$ cat src/rtl/rr_pop_arbiter.sv
// -----------------------------------------------------------------------------
// rr_pop_arbiter
//   Round-robin pop arbiter for a bank of NUM_FIFOS FIFOs. A channel requests
//   when it is non-empty and unmasked. The one-hot gnt vector is the FIFO pop
//   bus and the output mux select in the same cycle (zero grant-to-pop latency).
//   An owner may keep the grant for up to MAX_BURST back-to-back pops. After
//   that, or as soon as the owner stops requesting, priority rotates to the
//   channel after it.
//
// Ports
//   clk        clock, all state on posedge
//   rst        asynchronous active-low reset
//   en         global arbitration enable (low = stall, state held)
//   out_ready  consumer can take data this cycle (low = stall)
//   empty      FIFO empty flags, one per channel
//   mask       1 = channel eligible
//   gnt        one-hot pop/select, combinational from state and inputs
//   gnt_tag    index of the granted channel, valid when gnt != 0
//   busy       high while a multi-pop burst is in progress
// -----------------------------------------------------------------------------
module rr_pop_arbiter #(
  parameter int NUM_FIFOS = 4,
  parameter int MAX_BURST = 1,
  parameter int TAGWIDTH  = $clog2(NUM_FIFOS),
  parameter int CNTWIDTH  = $clog2(MAX_BURST + 1)
) (
  input  logic                 clk,
  input  logic                 rst,
  input  logic                 en,
  input  logic                 out_ready,
  input  logic [NUM_FIFOS-1:0] empty,
  input  logic [NUM_FIFOS-1:0] mask,
  output logic [NUM_FIFOS-1:0] gnt,
  output logic [TAGWIDTH-1:0]  gnt_tag,
  output logic                 busy
);

  typedef enum logic {
    IDLE  = 1'b0,
    BURST = 1'b1
  } state_e;

  state_e                state_q, state_d;
  logic [TAGWIDTH-1:0]   ptr_q, ptr_d;
  logic [TAGWIDTH-1:0]   owner_q, owner_d;
  logic [CNTWIDTH-1:0]   cnt_q, cnt_d;

  logic [NUM_FIFOS-1:0]  req_vec;
  logic                  rr_found;
  logic [TAGWIDTH-1:0]   rr_sel;
  logic [TAGWIDTH-1:0]   rr_idx;
  logic [NUM_FIFOS-1:0]  gnt_raw;
  logic [TAGWIDTH-1:0]   tag_raw;

  // Explicit wrap at NUM_FIFOS-1 so a non-power-of-2 bank never sees an
  // out-of-range index.
  function automatic logic [TAGWIDTH-1:0] wrap_inc(input logic [TAGWIDTH-1:0] v);
    return (v == TAGWIDTH'(NUM_FIFOS - 1)) ? '0 : v + 1'b1;
  endfunction

  assign req_vec = ~empty & mask;

  // First requester at or after ptr, walking the ring once.
  always_comb begin
    rr_found = 1'b0;
    rr_sel   = '0;
    rr_idx   = ptr_q;
    for (int i = 0; i < NUM_FIFOS; i++) begin
      if (!rr_found && req_vec[rr_idx]) begin
        rr_found = 1'b1;
        rr_sel   = rr_idx;
      end
      rr_idx = wrap_inc(rr_idx);
    end
  end

  // NOTE: every output of this block gets a default first, so no path can
  // leave a value unassigned and infer a latch.
  always_comb begin
    state_d = state_q;
    ptr_d   = ptr_q;
    owner_d = owner_q;
    cnt_d   = cnt_q;
    gnt_raw = '0;
    tag_raw = '0;
    unique case (state_q)
      IDLE: begin
        if (en && out_ready && rr_found) begin
          gnt_raw[rr_sel] = 1'b1;
          tag_raw         = rr_sel;
          if (MAX_BURST == 1) begin
            ptr_d = wrap_inc(rr_sel);
          end else begin
            owner_d = rr_sel;
            cnt_d   = CNTWIDTH'(1);
            state_d = BURST;
          end
        end
      end
      BURST: begin
        if (en) begin
          if (!req_vec[owner_q]) begin
            // Owner drained or masked: one bubble, then re-arbitrate.
            ptr_d   = wrap_inc(owner_q);
            state_d = IDLE;
          end else if (out_ready) begin
            gnt_raw[owner_q] = 1'b1;
            tag_raw          = owner_q;
            cnt_d            = cnt_q + 1'b1;
            if (cnt_d == CNTWIDTH'(MAX_BURST)) begin
              ptr_d   = wrap_inc(owner_q);
              state_d = IDLE;
            end
          end
        end
      end
      default: state_d = IDLE;
    endcase
  end

  // Outputs are forced low for the whole time reset is held, independent of
  // the request inputs.
  assign gnt     = rst ? gnt_raw : '0;
  assign gnt_tag = rst ? tag_raw : '0;
  assign busy    = rst & (state_q == BURST);

  // NOTE: state flops use non-blocking assignments so every flop samples the
  // pre-edge value of the others.
  always_ff @(posedge clk or negedge rst) begin
    if (!rst) begin
      state_q <= IDLE;
      ptr_q   <= '0;
      owner_q <= '0;
      cnt_q   <= '0;
    end else begin
      state_q <= state_d;
      ptr_q   <= ptr_d;
      owner_q <= owner_d;
      cnt_q   <= cnt_d;
    end
  end

endmodule

$ cat config.mk
export PLATFORM = sky130hd
export DESIGN_NAME = rr_pop_arbiter
export DESIGN_NICKNAME = d
export VERILOG_FILES = /design/src/rtl/rr_pop_arbiter.sv
export SDC_FILE = /design/constraint.sdc
export NUM_CORES = 1
export LEC_CHECK = 0
export ABC_AREA = 1
export CAP_MARGIN = 10
export CORE_ASPECT_RATIO = 1.1
export CORE_MARGIN = 2
export CORE_UTILIZATION = 36
export DETAILED_ROUTE_END_ITERATION = 8
export RECOVER_POWER = 100
export SLEW_MARGIN = 25
export SYNTH_ARGS = -nofsm -noshare
export SYNTH_HDL_FRONTEND = slang
export SYNTH_SLANG_ARGS = --single-unit
$ cat constraint.sdc
create_clock -name clk -period 3.3 [get_ports clk]
set_input_delay 0.99 -clock clk [delete_from_list [all_inputs] [get_ports clk]]
set_output_delay 0.99 -clock clk [all_outputs]
set_load 0.1 [all_outputs]
==> results.md <==
- Status: finished with violations
- Failing checks: setup timing
- CTS Sinks: 4
- Crit Path Class: primary input to output port
- CP most frequent cell: inv_2
- Io pins: 19
- Clk Latency, worst-skew pair: 0.24 ns
- Worst r2r src: ptr_q[1]
- I/O Buffers: 18
- HP Class: flip-flop to flip-flop
- Avg Synthesized Cell Area: between 5 and 6 um^2
- CTS tree: built
- Via Count: roughly 800
- Vias/cell: approximately 4.6
- H-Tree Depth: 1
- R2R cell count: 12
- Commonest non-fill, non-tap cell in the layout: buf_4
- Final setup TNS: -0.769 ns
- Max Slew Vio Count: 0
- Critical Path Max Stage Delay: ~0.18 ns
- Worst path arrival time: 2.47 ns
- Cell total after placement: 162
- Worst hold path depth: 1
- Setup WS pre-CTS: -0.654 ns
- Leak: around 0.00066 uW
- YS warnings: 0
- Cell taking the most area after synthesis: nand2_1
- Reg-to-Reg End: ptr_q[1]
- Post-route antenna net violation count: 0
- Max VDD drop: about 0.56 mV
- Worst slew pin tran: 0.264 ns
- CORE AREA: between 1500 and 2000 um^2
- Tcrit/Tclk final: 105%
- Starting Density: 37.1%
- Slack of the worst reg-to-reg path: between 1 and 1.5 ns
- Clock tree buffer depth: 2
- Pwr Total: roughly 1500 uW
- Iter 0 DRT Violations: 3
- Crit-path max FO: 2
- Die width: between 40 and 50 um
- Most frequent cells in the layout: buf_4 (20), nand2_1 (19), inv_1 (13)
- Seq/Total Area, Yosys: 15.5%
- Nets@finish: between 150 and 200
- # hold bufs at CTS: 0
- Initial antenna violation count: 0
- Die height: 48.4 um
- Cells along the critical path: buf_6 -> buf_6 -> inv_12 -> nand2_4 -> nand2_2 -> nand2_1 -> o21ai_4 -> inv_2 -> nand3_4 -> nand3_4 -> inv_2 -> nand2_4 -> nor2_4 -> inv_2 -> nor2_4 -> buf_12
- Fin worst setup slack: -0.161 ns
- Total CTS buffers: 3
- Startpoint Class: primary input
- Final WL: 1.81 mm
- Synth cell types: 20
- Dpl hpwl: 1.44 mm
- Required time of the critical path: 2.31 ns
- Root buf cell: clkbuf_4
- Final setup viols: 6
- Top cells by area, synth: nand2_1 (16%), dfrtp_1 (16%), inv_1 (12%)
- Largest net degree at the start of global routing: 8
- Vias in the first global route: 839
- Pwr per Cell Area: roughly 1100 nW/um^2
- Post-Syn Nets: ~120
- Fin crit period: 3.46 ns
- Fill count: 138
- #FFs+latches synth: 4
- Pre-Repair DR Iteration Count: 2
- First-pass GRT wire length: about 3.3 mm
- Synth top area share: between 10% and 20%
- Die ar.: between 2000 and 2500 um^2
- WL met1: ~780 um
- Total gr overflow: 0
- CP max-delay cell: buf_12
- Top Metal Used: met4
- Unrepaired setup endpoints after global routing: true
- Worst setup EP type: output port
- Clk slew on worst S/H paths: 0.04 ns
- Drt drc: 0
- Cells after Synth: about 110
- Diodes inserted: 0
- Share of cells above drive strength 1: between 60% and 70%
- WL per Instance: 10.5 um
- Worst relative slew slack: approximately 82%
- Clock skew: between 0.002 and 0.0025 ns
- Area Overhead vs Synth: 108%
- Post-Synthesis Cell Area: approximately 650 um^2
- Overall routing resource usage: 20.1%
- Rows: 16
- Hold Path End: cnt_q
- FMAX: roughly 290 MHz
- Hold Vio Cnt, Final: 0
- Finished Layout Cells: roughly 170
- Hold_sp: cnt_q
- Final Wtd Congestion: about 0.78
- Met3 WL: 30 um
- WL met2: 980 um
- Max-cap violation count: 0
==> layer usage <==
metal,global-route usage (%),vias up
li1,-,428
met1,24.4,355
met2,35.8,9
met3,1.49,4
met4,7.58,0
met5,0,-
==> cell usage after synthesis <==
cell type and n:
nand3_1 11, nor3_1 1, nand3_2 5, clkinv_1 1, a21oi_1 2, nand4_1 1, nor2_1 9, o22ai_1 1
ha_1 2, nand2_2 7, nand2_1 27, o21ai_1 3, nand2_4 4, inv_2 3, xor2_1 1, o21ai_0 1
nor2_2 3, nor2_4 2, dfrtp_1 4, inv_1 21
==> report_power, final <==
part	internal, uW	total [uW]	switching (uW)
clock	40.9	63.9	23.0
sequential	63.4	74.9	11.5
combinational	566	1360	795
total	671	1500	829
==> cell families (layout without fill, tap and decap cells) <==
logic type / after synthesis / in the layout / synth area share [%]
DFF: 4 / 4 / 15.5
xor gates and xnor gates: 1 / 1 / 1.36
and+or+nand+nor: 70 / 70 / 59.1
AOI/OAI and AO/OA: 7 / 7 / 5.62
adders and majority gates: 2 / 2 / 3.88
buffers and inverters: 25 / 71 / 14.5
==> worst max path at each step <==
stage	from	end	slack (ns)	cells past startpoint
6_report	empty[0]	gnt[1]	-0.16	16
5_1_grt	empty[0]	gnt[1]	-0.26	16
4_1_cts	empty[0]	gnt[1]	-0.13	17
3_5_place_dp	empty[0]	gnt[2]	-0.65	16
3_3_place_gp	empty[0]	gnt[2]	-0.64	16
2_1_floorplan	mask[0]	gnt[1]	-0.53	14
==> final cells by class <==
cell class	count	area (um^2)	share of cell area (%)
flip-flops and latches	4	100	7.47
repair buffers	43	435	32.5
clock buffers	3	22.5	1.68
inverters	25	128	9.52
well taps	18	22.5	1.68
multi-input cells	80	632	47.2
==> what timing repair did <==
item,CTS,global route
resized for setup,48,15
endpoints found under the setup margin,6,6
setup buffers,4,4
pin swaps,20,7
==> per-stage QoR <==
step,hold WS [ns],utilization (%),cell area (um^2)
global route,0.503,76.9,1340
floorplan,0.442,-,751
finish,0.486,76.9,1340
CTS,0.485,71.9,1250
global placement,0.458,66.1,1150
detailed placement,0.479,66.1,1150
==> worst max-delay path: cells and delay by family <==
family,cells,cell delay [ns]
simple gates,8,0.67
compound gates,1,0.16
buf+inv,7,0.66
==> flip-flops by register name, indices dropped and copies added, names as in the netlist <==
signal / flops
state_q: 1
cnt_q: 1
ptr_q: 2
(Power assumes the default switching activity.)
